===== config.mk =====
export PLATFORM = sky130hd
export DESIGN_NAME = pixel_write_queue_flat
export DESIGN_NICKNAME = d
export VERILOG_FILES = /design/src/rtl/pixel_write_queue_if.sv /design/src/rtl/pixel_write_queue.sv /design/src/flat_wrapper.sv
export SDC_FILE = /design/constraint.sdc
export NUM_CORES = 1
export LEC_CHECK = 0
export CAP_MARGIN = 20
export CORE_MARGIN = 4
export CORE_UTILIZATION = 45
export CTS_CLUSTER_DIAMETER = 200
export DETAILED_ROUTE_END_ITERATION = 7
export DONT_BUFFER_PORTS = 1
export PLACE_DENSITY = 0.63
export SLEW_MARGIN = 20
export SYNTH_ARGS = -nofsm -noshare
export SYNTH_HDL_FRONTEND = slang
export SYNTH_SLANG_ARGS = --single-unit

===== constraint.sdc =====
create_clock -name clk -period 4.54 [get_ports clk]
set_clock_uncertainty 0.1 [all_clocks]
set_input_delay 0.454 -clock clk [delete_from_list [all_inputs] [get_ports clk]]
set_output_delay 0.454 -clock clk [all_outputs]
set_load 0.005 [all_outputs]

===== src/rtl/pixel_write_queue_if.sv =====
// Pixel program port (copy engine side) and SRAM write slot (controller side)
// bundled together; the queue sits in between as the slave.
interface pixel_write_queue_if;
    logic [9:0]  program_x;
    logic [9:0]  program_y;
    logic [15:0] program_data;
    logic        program_write;
    logic        program_ready;
    logic [19:0] wr_addr;
    logic [15:0] wr_data;
    logic        wr_valid;
    logic        wr_ready;

    modport master (
        output program_x, program_y, program_data, program_write, wr_ready,
        input  program_ready, wr_addr, wr_data, wr_valid
    );

    modport slave (
        input  program_x, program_y, program_data, program_write, wr_ready,
        output program_ready, wr_addr, wr_data, wr_valid
    );
endinterface


===== src/rtl/pixel_write_queue.sv =====
// Converts copy-engine pixel beats to linear SRAM word addresses and queues them
// in a show-ahead FIFO for the SRAM controller's write slot, with backpressure.
module pixel_write_queue #(
    parameter int unsigned DEPTH = 16,
    parameter int unsigned H_RES = 640,
    parameter int unsigned V_RES = 480
) (
    input  logic                         clk,
    input  logic                         reset_n,
    pixel_write_queue_if.slave           bus,
    input  logic                         flush,
    output logic [$clog2(DEPTH+1)-1:0]   level,
    output logic                         clip_err
);
    localparam int PTR_W = $clog2(DEPTH);
    localparam int LVL_W = $clog2(DEPTH+1);

    logic             s1_valid_q, s1_valid_d;
    logic             s1_inrange_q, s1_inrange_d;
    logic [19:0]      s1_addr_q;
    logic [15:0]      s1_data_q;
    logic [PTR_W-1:0] wr_ptr_q, wr_ptr_d;
    logic [PTR_W-1:0] rd_ptr_q, rd_ptr_d;
    logic [LVL_W-1:0] level_q, level_d;
    logic             clip_err_q, clip_err_d;
    logic             written_q, written_d;
    logic [35:0]      mem [DEPTH];

    logic             accept, push, pop, in_range;
    logic [19:0]      addr_calc, y_ext;
    logic [LVL_W:0]   occupied;

    // The stage-1 slot counts toward occupancy so a push can never hit a full FIFO.
    assign occupied          = {1'b0, level_q} + {{LVL_W{1'b0}}, s1_valid_q};
    assign bus.program_ready = !flush && (occupied < (LVL_W+1)'(DEPTH));

    assign accept    = bus.program_write && bus.program_ready;
    assign y_ext     = {10'b0, bus.program_y};
    assign addr_calc = (y_ext << 9) + (y_ext << 7) + {10'b0, bus.program_x};
    assign in_range  = (32'(bus.program_x) < H_RES) && (32'(bus.program_y) < V_RES);

    assign push = s1_valid_q && s1_inrange_q && !flush;
    assign pop  = bus.wr_valid && bus.wr_ready && !flush;

    always_comb begin
        s1_valid_d   = accept;
        s1_inrange_d = in_range;
        wr_ptr_d     = wr_ptr_q;
        rd_ptr_d     = rd_ptr_q;
        level_d      = level_q + LVL_W'(push) - LVL_W'(pop);
        clip_err_d   = clip_err_q | (s1_valid_q && !s1_inrange_q && !flush);
        written_d    = written_q | push;
        if (push) wr_ptr_d = wr_ptr_q + PTR_W'(1);
        if (pop)  rd_ptr_d = rd_ptr_q + PTR_W'(1);
        if (flush) begin
            wr_ptr_d = '0;
            rd_ptr_d = '0;
            level_d  = '0;
        end
    end

    always_ff @(posedge clk or negedge reset_n) begin
        if (!reset_n) begin
            s1_valid_q   <= 1'b0;
            s1_inrange_q <= 1'b0;
            wr_ptr_q     <= '0;
            rd_ptr_q     <= '0;
            level_q      <= '0;
            clip_err_q   <= 1'b0;
            written_q    <= 1'b0;
        end else begin
            s1_valid_q   <= s1_valid_d;
            s1_inrange_q <= s1_inrange_d;
            wr_ptr_q     <= wr_ptr_d;
            rd_ptr_q     <= rd_ptr_d;
            level_q      <= level_d;
            clip_err_q   <= clip_err_d;
            written_q    <= written_d;
        end
    end

    // Datapath storage carries no reset; validity comes from the control state.
    always_ff @(posedge clk) begin
        if (accept) begin
            s1_addr_q <= addr_calc;
            s1_data_q <= bus.program_data;
        end
        if (push) mem[wr_ptr_q] <= {s1_addr_q, s1_data_q};
    end

    // Outputs read zero until the storage has been written since reset.
    assign bus.wr_valid = (level_q != '0);
    assign bus.wr_addr  = written_q ? mem[rd_ptr_q][35:16] : 20'd0;
    assign bus.wr_data  = written_q ? mem[rd_ptr_q][15:0]  : 16'd0;
    assign level        = level_q;
    assign clip_err     = clip_err_q;
endmodule


===== src/flat_wrapper.sv =====
// flat-port wrapper written by rule: the top's interface ports become plain ports
module pixel_write_queue_flat 
#(
    parameter int unsigned DEPTH = 16,
    parameter int unsigned H_RES = 640,
    parameter int unsigned V_RES = 480
)
  (clk, reset_n, flush, level, clip_err, bus_program_x, bus_program_y, bus_program_data, bus_program_write, bus_wr_ready, bus_program_ready, bus_wr_addr, bus_wr_data, bus_wr_valid);
  pixel_write_queue_if bus_i ();
  input  logic clk;
  input  logic reset_n;
  input  logic flush;
  output logic [$clog2(DEPTH+1)-1:0] level;
  output logic clip_err;
  input wire logic [$bits(bus_i.program_x)-1:0] bus_program_x;
  input wire logic [$bits(bus_i.program_y)-1:0] bus_program_y;
  input wire logic [$bits(bus_i.program_data)-1:0] bus_program_data;
  input wire logic [$bits(bus_i.program_write)-1:0] bus_program_write;
  input wire logic [$bits(bus_i.wr_ready)-1:0] bus_wr_ready;
  output wire logic [$bits(bus_i.program_ready)-1:0] bus_program_ready;
  output wire logic [$bits(bus_i.wr_addr)-1:0] bus_wr_addr;
  output wire logic [$bits(bus_i.wr_data)-1:0] bus_wr_data;
  output wire logic [$bits(bus_i.wr_valid)-1:0] bus_wr_valid;
  assign bus_i.program_x = bus_program_x;
  assign bus_i.program_y = bus_program_y;
  assign bus_i.program_data = bus_program_data;
  assign bus_i.program_write = bus_program_write;
  assign bus_i.wr_ready = bus_wr_ready;
  assign bus_program_ready = bus_i.program_ready;
  assign bus_wr_addr = bus_i.wr_addr;
  assign bus_wr_data = bus_i.wr_data;
  assign bus_wr_valid = bus_i.wr_valid;
  pixel_write_queue #(.DEPTH(DEPTH), .H_RES(H_RES), .V_RES(V_RES)) u_core (.clk(clk), .reset_n(reset_n), .bus(bus_i), .flush(flush), .level(level), .clip_err(clip_err));
endmodule

======== After elaboration in Yosys (flattened, before gate mapping) ========
Memories as Yosys holds them, arrays and structs flattened.
Index checks and enable logic that the tools add are counted.
Widths: inputs -> output; s select.
operators by class
  add/sub/neg operators ................... 7
  order comparisons ....................... 3
  multiplexer cells ....................... 9
  bitwise operators ....................... 2
  reductions and logical operators ........ 14
operator list
  operator              count
  $add 19x17->20        1
  $add 20x10->20        1
  $mux 20               1
  $mux 16               1
  $mux 4                4
  $lt 10x10->1 const B  1
  $lt 10x9->1 const B   1
  $logic_and 1x1->1     9
  $add 4x1->4 const B   2
  $add 5x1->6           1
  $lt 6x5->1 const B    1
  $add 5x1->5           1
  $mux 5                1
  $reduce_bool 5->1     1
  $sub 5x1->5           1
  $reduce_bool 2->1     2
  $logic_not 1->1       2
  $mux 1                2
  $or 1x1->1            2
storage, ports and cells
  flip-flop bits (word level) ............. 53
  bits in writable memories ............... 576
  bits of input ports ..................... 41
  output and inout port bits .............. 44
  logic and storage cells ................. 45
  memories kept ........................... 1
memories
  memory      depth  width  rd ports  clocked after Yosys merged registers in  write ports  RTL line                 source
  u_core.mem  16     36     1         0                                        1            pixel_write_queue.sv:27  logic [35:0] mem [DEPTH];

======== Depth between registers and ports, before layout ========
Gate-level depths: netlist of run 1.
  word-level depth ........................ 5
  gate-level depth with buffers ........... 15
  mapped depth without buffers ............ 15

======== Least setup slack after synthesis of run 1 ========
Ideal clock, no wire load.
  path kind ............................... in2reg
  start point ............................. input port flush
  end point ............................... memory u_core.mem[0][0], enable pin
  library setup time ...................... 0.482 ns
  arrival time ............................ 3.523 ns
  data required time ...................... 3.958 ns
  path slack .............................. 0.435 ns
  cell stages on the path ................. 3
  path buffers ............................ 0
  cell sequence ........................... and3b_1 -> and2_1 -> nor3b_1
between the ends
  cells in the longest elaborated chain, start to end .. 4
RTL lines
  item                          RTL line                 source
  start: declaration            flat_wrapper.sv:12       input logic flush;
  $logic_not 1->1               pixel_write_queue.sv:42  assign push = s1_valid_q && s1_inrange_q && !flush;
  $logic_and 1x1->1             pixel_write_queue.sv:42
  $mux 1                        pixel_write_queue.sv:88  if (push) mem[wr_ptr_q] <= {s1_addr_q, s1_data_q};
  $mux 1 (not written as such)  pixel_write_queue.sv:88
  end: declaration              pixel_write_queue.sv:27
Every way passes these cells.

======== Final worst setup path of run 1 ========
  start point ............................. register u_core.rd_ptr_q[1]
  end point ............................... output port bus_wr_data[4]
between the ends
  cells in the longest elaborated chain, start to end .. 2
RTL lines
  item                      RTL line                 source
  start: declaration        pixel_write_queue.sv:23  logic [PTR_W-1:0] rd_ptr_q, rd_ptr_d;
  start signal: assignment  pixel_write_queue.sv:75  rd_ptr_q <= rd_ptr_d;
  $mem_v2 16x36             n/a
  $mux 16                   pixel_write_queue.sv:94  assign bus.wr_data = written_q ? mem[rd_ptr_q][15:0] : 16'd0;
  end: declaration          flat_wrapper.sv:22       output wire logic [$bits(bus_i.wr_data)-1:0] bus_wr_data;
Every way passes these cells.

==> flow_metrics.env, run 1 <==
export IMPL_p_leak_nw=8.56
export IMPL_finalSetupViolations=0
export IMPL_grt_pass1_wl_um=76300
export IMPL_maxCapViolCount=0
export IMPL_finalHoldViolCount=0
export IMPL_setup_tns_ns=0
export IMPL_synth_edf_count=612
export IMPL_numClockSinks=629
export IMPL_grt_pass1_vias=11627
export IMPL_cp_arrival_ns=2.84
export IMPL_worst_r2r_cell_count=15
export IMPL_cts_resized=0
export IMPL_endpoint_kind="output pin"
export IMPL_port_buffers=0
export IMPL_synth_most_common_cell="edfxtp_1"
export IMPL_rows=85
export IMPL_drt_pre_antenna_iters=5
export IMPL_synth_nets=1191
export IMPL_synth_top_area_share_pct=74.5
export IMPL_relSlewSlack_pct=32.4
export IMPL_r2r_start="u_core.level[2]"
export IMPL_yosysTopAreaCell="edfxtp_1"
export IMPL_fin_ws_ns=1.14
export IMPL_r2r_setup_slack_ns=1.79
export IMPL_clkSlewWorstSetupHoldPaths_ns=0.06
export IMPL_dieArea_um2=58600
export IMPL_numCtsBuffers=61
export IMPL_htree_levels=2
export IMPL_grt_max_degree=62
export IMPL_grt_setup_unrepaired="no"
export IMPL_swShare_pct=24.3
export IMPL_total_power_mw=13.4
export IMPL_synth_seq_area_share_pct=76.2
export IMPL_cts_path_max_buffers=3
export IMPL_power_frac_comb_pct=15.2
export IMPL_wire_per_inst_um=26.5
export IMPL_power_frac_seq_pct=50.0
export IMPL_final_cell_area_um2=27700
export IMPL_hp_start="bus_program_x[7]"
export IMPL_areaGrowthSynthToFinish_pct=12.4
export IMPL_gp_congestion=0.742
export IMPL_outcome="finished clean"
export IMPL_ys_warn_count=0
export IMPL_required_ns=3.99
export IMPL_max_freq_mhz=294
export IMPL_detail_route_vias_per_cell=5.68
export IMPL_crit_fanout=61
export IMPL_syn_area_per_cell_um2=22.1
export IMPL_drc_errors=0
export IMPL_drive_gt1_share_pct=21.6
export IMPL_tightest_slew_ns=1.01
export IMPL_grt_antenna_before_repair=1
export IMPL_p_switching_mw=3.26
export IMPL_synth_area_top_cells="edfxtp_1 74%, mux4_2 12%, mux2i_1 3.0%"
export IMPL_dp_slack_ns=1.65
export IMPL_power_frac_clock_pct=34.8
export IMPL_cts_setup_buffers=0
export IMPL_die_w_um=242
export IMPL_hpwlAfterDp_um=27400
export IMPL_core_um2=54000
export IMPL_synth_area_um2=24700
export IMPL_yosysUniqueCellTypes=40
export IMPL_powerDensity_nw_per_um2=485
export IMPL_ys_seq_elements=629
export IMPL_min_to="u_core.s1_addr_q[7]"
export IMPL_nNetsFinal=1261
export IMPL_post_route_util_pct=51.3
export IMPL_synth_ff_type="edfxtp_1"
export IMPL_intPower_mw=10.2
export IMPL_cts_tree="done"
export IMPL_num_io_pins=85
export IMPL_initial_utilization_pct=45.7
export IMPL_fin_crit_sh_pct=74.8
export IMPL_cts_hold_buf=28
export IMPL_setup_worst_path_start_class="flop"
export IMPL_finalCriticalPeriod_ns=3.40
export IMPL_num_vias=10950
export IMPL_ys_async_sr_fraction_pct=2.70
export IMPL_wl_um=51000
export IMPL_overflow=0
export IMPL_synth_top_cells_by_count="612 x edfxtp_1, 128 x mux4_2, 74 x mux2i_1"
export IMPL_holdPathStages=1
export IMPL_r2r_end="u_core.level[4]"
export IMPL_ant_nets=0
export IMPL_die_y_um=242
export IMPL_grtUsageTotal_pct=17.4
export IMPL_insertion_delay_ns=0.62
export IMPL_crit_path_start="u_core.rd_ptr_q[1]"
export IMPL_min_path_type="in2reg"
export IMPL_slew_viol_final=0
export IMPL_placed_cell_area_um2=25600
export IMPL_path_class="reg2out"
export IMPL_dr_first_iter_drc_count=1002
export IMPL_clock_root_buffer="clkbuf_16"
export IMPL_max_vdd_ir_drop_mv=0.282
export IMPL_syn_inst=1114
[layout make-up]
cell class                      instances  area, um2
Antenna cell                            1       2.50
Clock buffer                           76       1600
Clock inverter                         33        224
Fill cell                            4233      26300
Inverter                               17       63.8
Multi-Input combinational cell        416       5580
Sequential cell                       629      18800
Tap cell                              696        871
Timing Repair Buffer                   59        563
[per-stage QoR]
stage | std cells | hold slack [ns]
6_report | 1927 | 0.0583
3_5_place_dp | 1789 | 0.0591
5_1_grt | 1926 | 0.0315
2_1_floorplan | 1114 | 0.0584
3_3_place_gp | 1789 | 0.0592
4_1_cts | 1926 | 0.00478
[critical path, cell delays in order, from the launching register on]
cell and delay, ns:
dfrtp_4 1.09, buf_4 0.39, mux4_2 0.34, mux2i_1 0.20, o22ai_1 0.16
[worst max-delay path by stage]
| stage | end | cells after the start |
|---|---|---|
| finish | bus_wr_data[4] | 4 |
| global route | bus_wr_addr[1] | 4 |
| CTS | bus_wr_data[4] | 4 |
| detailed placement | u_core.s1_addr_q[16] | 9 |
| global placement | u_core.s1_addr_q[16] | 9 |
| floorplan | u_core.mem[0][0] | 3 |
[sequential cells by signal (all words and copies together), names as in the netlist]
register and flops:
u_core.written_q 1, u_core.s1_data_q 16, u_core.s1_addr_q 20, u_core.s1_valid_q 1, u_core.level 5, u_core.clip_err 1, u_core.wr_ptr_q 4, u_core.s1_inrange_q 1
u_core.mem 576, u_core.rd_ptr_q 4
[layer usage]
layer	global-route usage (%)	wire length, um
met1	23.2	21200
met2	29.8	26100
met3	3.65	2830
met4	3.74	868
met5	0	0
[kinds of logic after synthesis]
| kind of cell | synth area share (%) |
|---|---|
| xor gates and xnor gates | 0.568 |
| DFF | 76.2 |
| buffers and inverters | 1.64 |
| and+or+nand+nor | 1.49 |
| muxes | 16.4 |
| AOI/OAI and AO/OA | 1.80 |
| adders and majority gates | 1.92 |
[power groups by stage]
stage	Clock (mW)	Sequential [mW]	Combinational [mW]
after floorplan	0	6.69	1.81
after global placement	0	6.84	2.07
after detailed placement	0	6.85	2.08
after CTS	4.79	6.72	2.11
after global routing	5.05	6.74	2.24
final	4.68	6.72	2.04
[placed cells by master (no fill, tap or decap), types with 7 or more instances in the layout]
master / instances
mux4_1: 16
clkinv_1: 16
nand2_1: 11
o22ai_1: 36
ha_1: 33
clkinv_2: 12
nand3_1: 7
dlygate4sd3_1: 28
edfxtp_1: 612
mux4_2: 128
mux2i_1: 74
nor2_1: 22
clkbuf_16: 62
dfrtp_1: 14
inv_1: 17
xor2_1: 8
clkbuf_1: 14
a21oi_1: 14
buf_4: 27
xnor2_1: 8
nor2_4: 14
(Power assumes the default switching activity.)
==> inputs of run 2 (changes only) <==
- clock period: 4.54 -> 3.3 ns (I/O delays scaled with it)
==> run 2 against run 1 <==
  * Wire length shrank 0.12%
  * Critical endpoint is now u_core.s1_addr_q[16]
  * Utilization increased by 1.1 points
  * Die area is the same
  * Highest routed layer unchanged
  * Clock power is 51% higher
  * Largest power group unchanged
  * Total power grew 43%
  * Global-route usage increased by 0.13 points
==> flow_metrics.env, run 2 (synthesis results as in run 1) <==
export IMPL_outcome="finished clean"
export IMPL_clkSlewWorstSetupHoldPaths_ns=0.06
export IMPL_dieArea_um2=58600
export IMPL_final_common_cell="edfxtp_1"
export IMPL_die_w_um=242
export IMPL_path_class="in2reg"
export IMPL_min_path_type="in2reg"
export IMPL_port_buffers=0
export IMPL_cp_arrival_ns=3.42
export IMPL_largest_reg_flops=576
export IMPL_grt_antenna_before_repair=0
export IMPL_fillers=4186
export IMPL_hp_start="bus_program_y[0]"
export IMPL_final_cell_mix="612 x edfxtp_1, 128 x mux4_2, 74 x mux2i_1, 71 x clkbuf_16, 36 x o22ai_1"
export IMPL_detail_route_vias_per_cell=5.70
export IMPL_tightest_slew_ns=0.826
export IMPL_maxCapViolCount=0
export IMPL_relSlewSlack_pct=44.7
export IMPL_dp_cells=1800
export IMPL_instances_no_fill=1952
export IMPL_r2r_start="u_core.level[2]"
export IMPL_largestRegisters="u_core.mem x576, u_core.s1_addr_q x20, u_core.s1_data_q x16"
export IMPL_p_leak_nw=8.82
export IMPL_required_ns=3.52
export IMPL_dr_first_iter_drc_count=999
export IMPL_slew_viol_final=0
export IMPL_core_um2=54000
export IMPL_clock_root_buffer="clkbuf_16"
export IMPL_numCtsBuffers=67
export IMPL_cts_path_max_buffers=3
export IMPL_num_vias=11122
export IMPL_powerDensity_nw_per_um2=678
export IMPL_cts_tree="done"
export IMPL_diodes=0
export IMPL_finalCriticalPeriod_ns=3.20
export IMPL_num_io_pins=85
export IMPL_fin_crit_sh_pct=96.8
export IMPL_drc_errors=0
export IMPL_grtUsageTotal_pct=17.5
export IMPL_insertion_delay_ns=0.58
export IMPL_overflow=0
export IMPL_areaGrowthSynthToFinish_pct=14.9
export IMPL_hpwlAfterDp_um=26900
export IMPL_crit_path_start="bus_program_x[8]"
export IMPL_finalSetupViolations=0
export IMPL_endpoint_kind="flop"
export IMPL_htree_levels=3
export IMPL_wire_per_inst_um=26.1
export IMPL_finalHoldViolCount=0
export IMPL_crit_fanout=3
export IMPL_regMostFlops="u_core.mem"
export IMPL_grt_setup_unrepaired="no"
export IMPL_setup_tns_ns=0
export IMPL_drt_pre_antenna_iters=4
export IMPL_grt_max_degree=59
export IMPL_grt_pass1_vias=11854
export IMPL_max_freq_mhz=313
export IMPL_max_vdd_ir_drop_mv=0.334
export IMPL_die_y_um=242
export IMPL_wl_um=50900
export IMPL_ant_nets=0
export IMPL_nNetsFinal=1283
export IMPL_gp_congestion=0.709
export IMPL_setup_worst_path_start_class="primary input"
export IMPL_drive_gt1_share_pct=23.3
export IMPL_initial_utilization_pct=45.7
export IMPL_rows=85
export IMPL_grt_pass1_wl_um=76200
export IMPL_numClockSinks=629
[run 2: worst paths after layout]
| check | endpoint | slack, ns | depth (start not counted) |
|---|---|---|---|
| min in group asynchronous | u_core.level[3] | 0.19 | 1 |
| hold reg to reg | u_core.written_q | 0.45 | 1 |
| hold / removal | u_core.s1_addr_q[8] | 0.05 | 2 |
| setup / recovery | u_core.s1_addr_q[16] | 0.10 | 10 |
| max in group asynchronous | u_core.rd_ptr_q[1] | 2.31 | 1 |
| setup reg to reg | u_core.level[4] | 0.59 | 15 |
[run 2: final cells by class]
cell class	count	area, um2	share of cell area [%]
Timing Repair Buffer	75	921	3.25
Clock inverter	36	262	0.923
Multi-Input combinational cell	416	5590	19.7
Clock buffer	83	1820	6.43
Tap cell	696	871	3.07
Inverter	17	63.8	0.225
Sequential cell	629	18800	66.4
[run 2: where the power goes]
part / leakage, nW / switching [mW] / total [mW] / internal [mW]
Sequential: 5.73 / 0.264 / 9.19 / 8.93
Clock: 1.02 / 2.90 / 7.05 / 4.16
Combinational: 2.07 / 1.39 / 2.98 / 1.59
[run 2: what timing repair did]
item	4_1_cts	5_1_grt
hold buffers	33	0
buffers inserted	0	0
gates resized for setup	0	1
endpoints found under the setup margin	0	1
hold endpoints to repair	59	0
[run 2: metrics by stage]
| step | hold WS (ns) | cell area [um2] | power, mW | setup WS (ns) | util, % |
|---|---|---|---|---|---|
| 2_1_floorplan | -0.0656 | 24700 | 11.7 | 0.147 | - |
| 3_3_place_gp | -0.0649 | 25900 | 12.4 | 0.542 | 48.0 |
| 3_5_place_dp | -0.0649 | 25900 | 12.4 | 0.514 | 48.0 |
| 4_1_cts | 0.0103 | 28300 | 19.5 | 0.137 | 52.5 |
| 5_1_grt | 0.0333 | 28300 | 20.1 | 0.000665 | 52.5 |
| 6_report | 0.0459 | 28300 | 19.2 | 0.105 | 52.5 |
[run 2: routing by layer]
layer	track usage [%]	share of wire, %
met2	28.9	50
met5	0	0
met3	3.46	5.7
met4	4.81	1.7
met1	24.0	42
[run 2: worst max-delay path, stage by stage]
cell	delay, ns
dlygate4sd3_1	0.54
ha_1	0.27
dlygate4sd3_1	0.56
ha_1	0.22
fa_2	0.41
a21o_1	0.23
a2111oi_4	0.43
o21bai_1	0.10
a21o_1	0.20
xor2_1	0.14
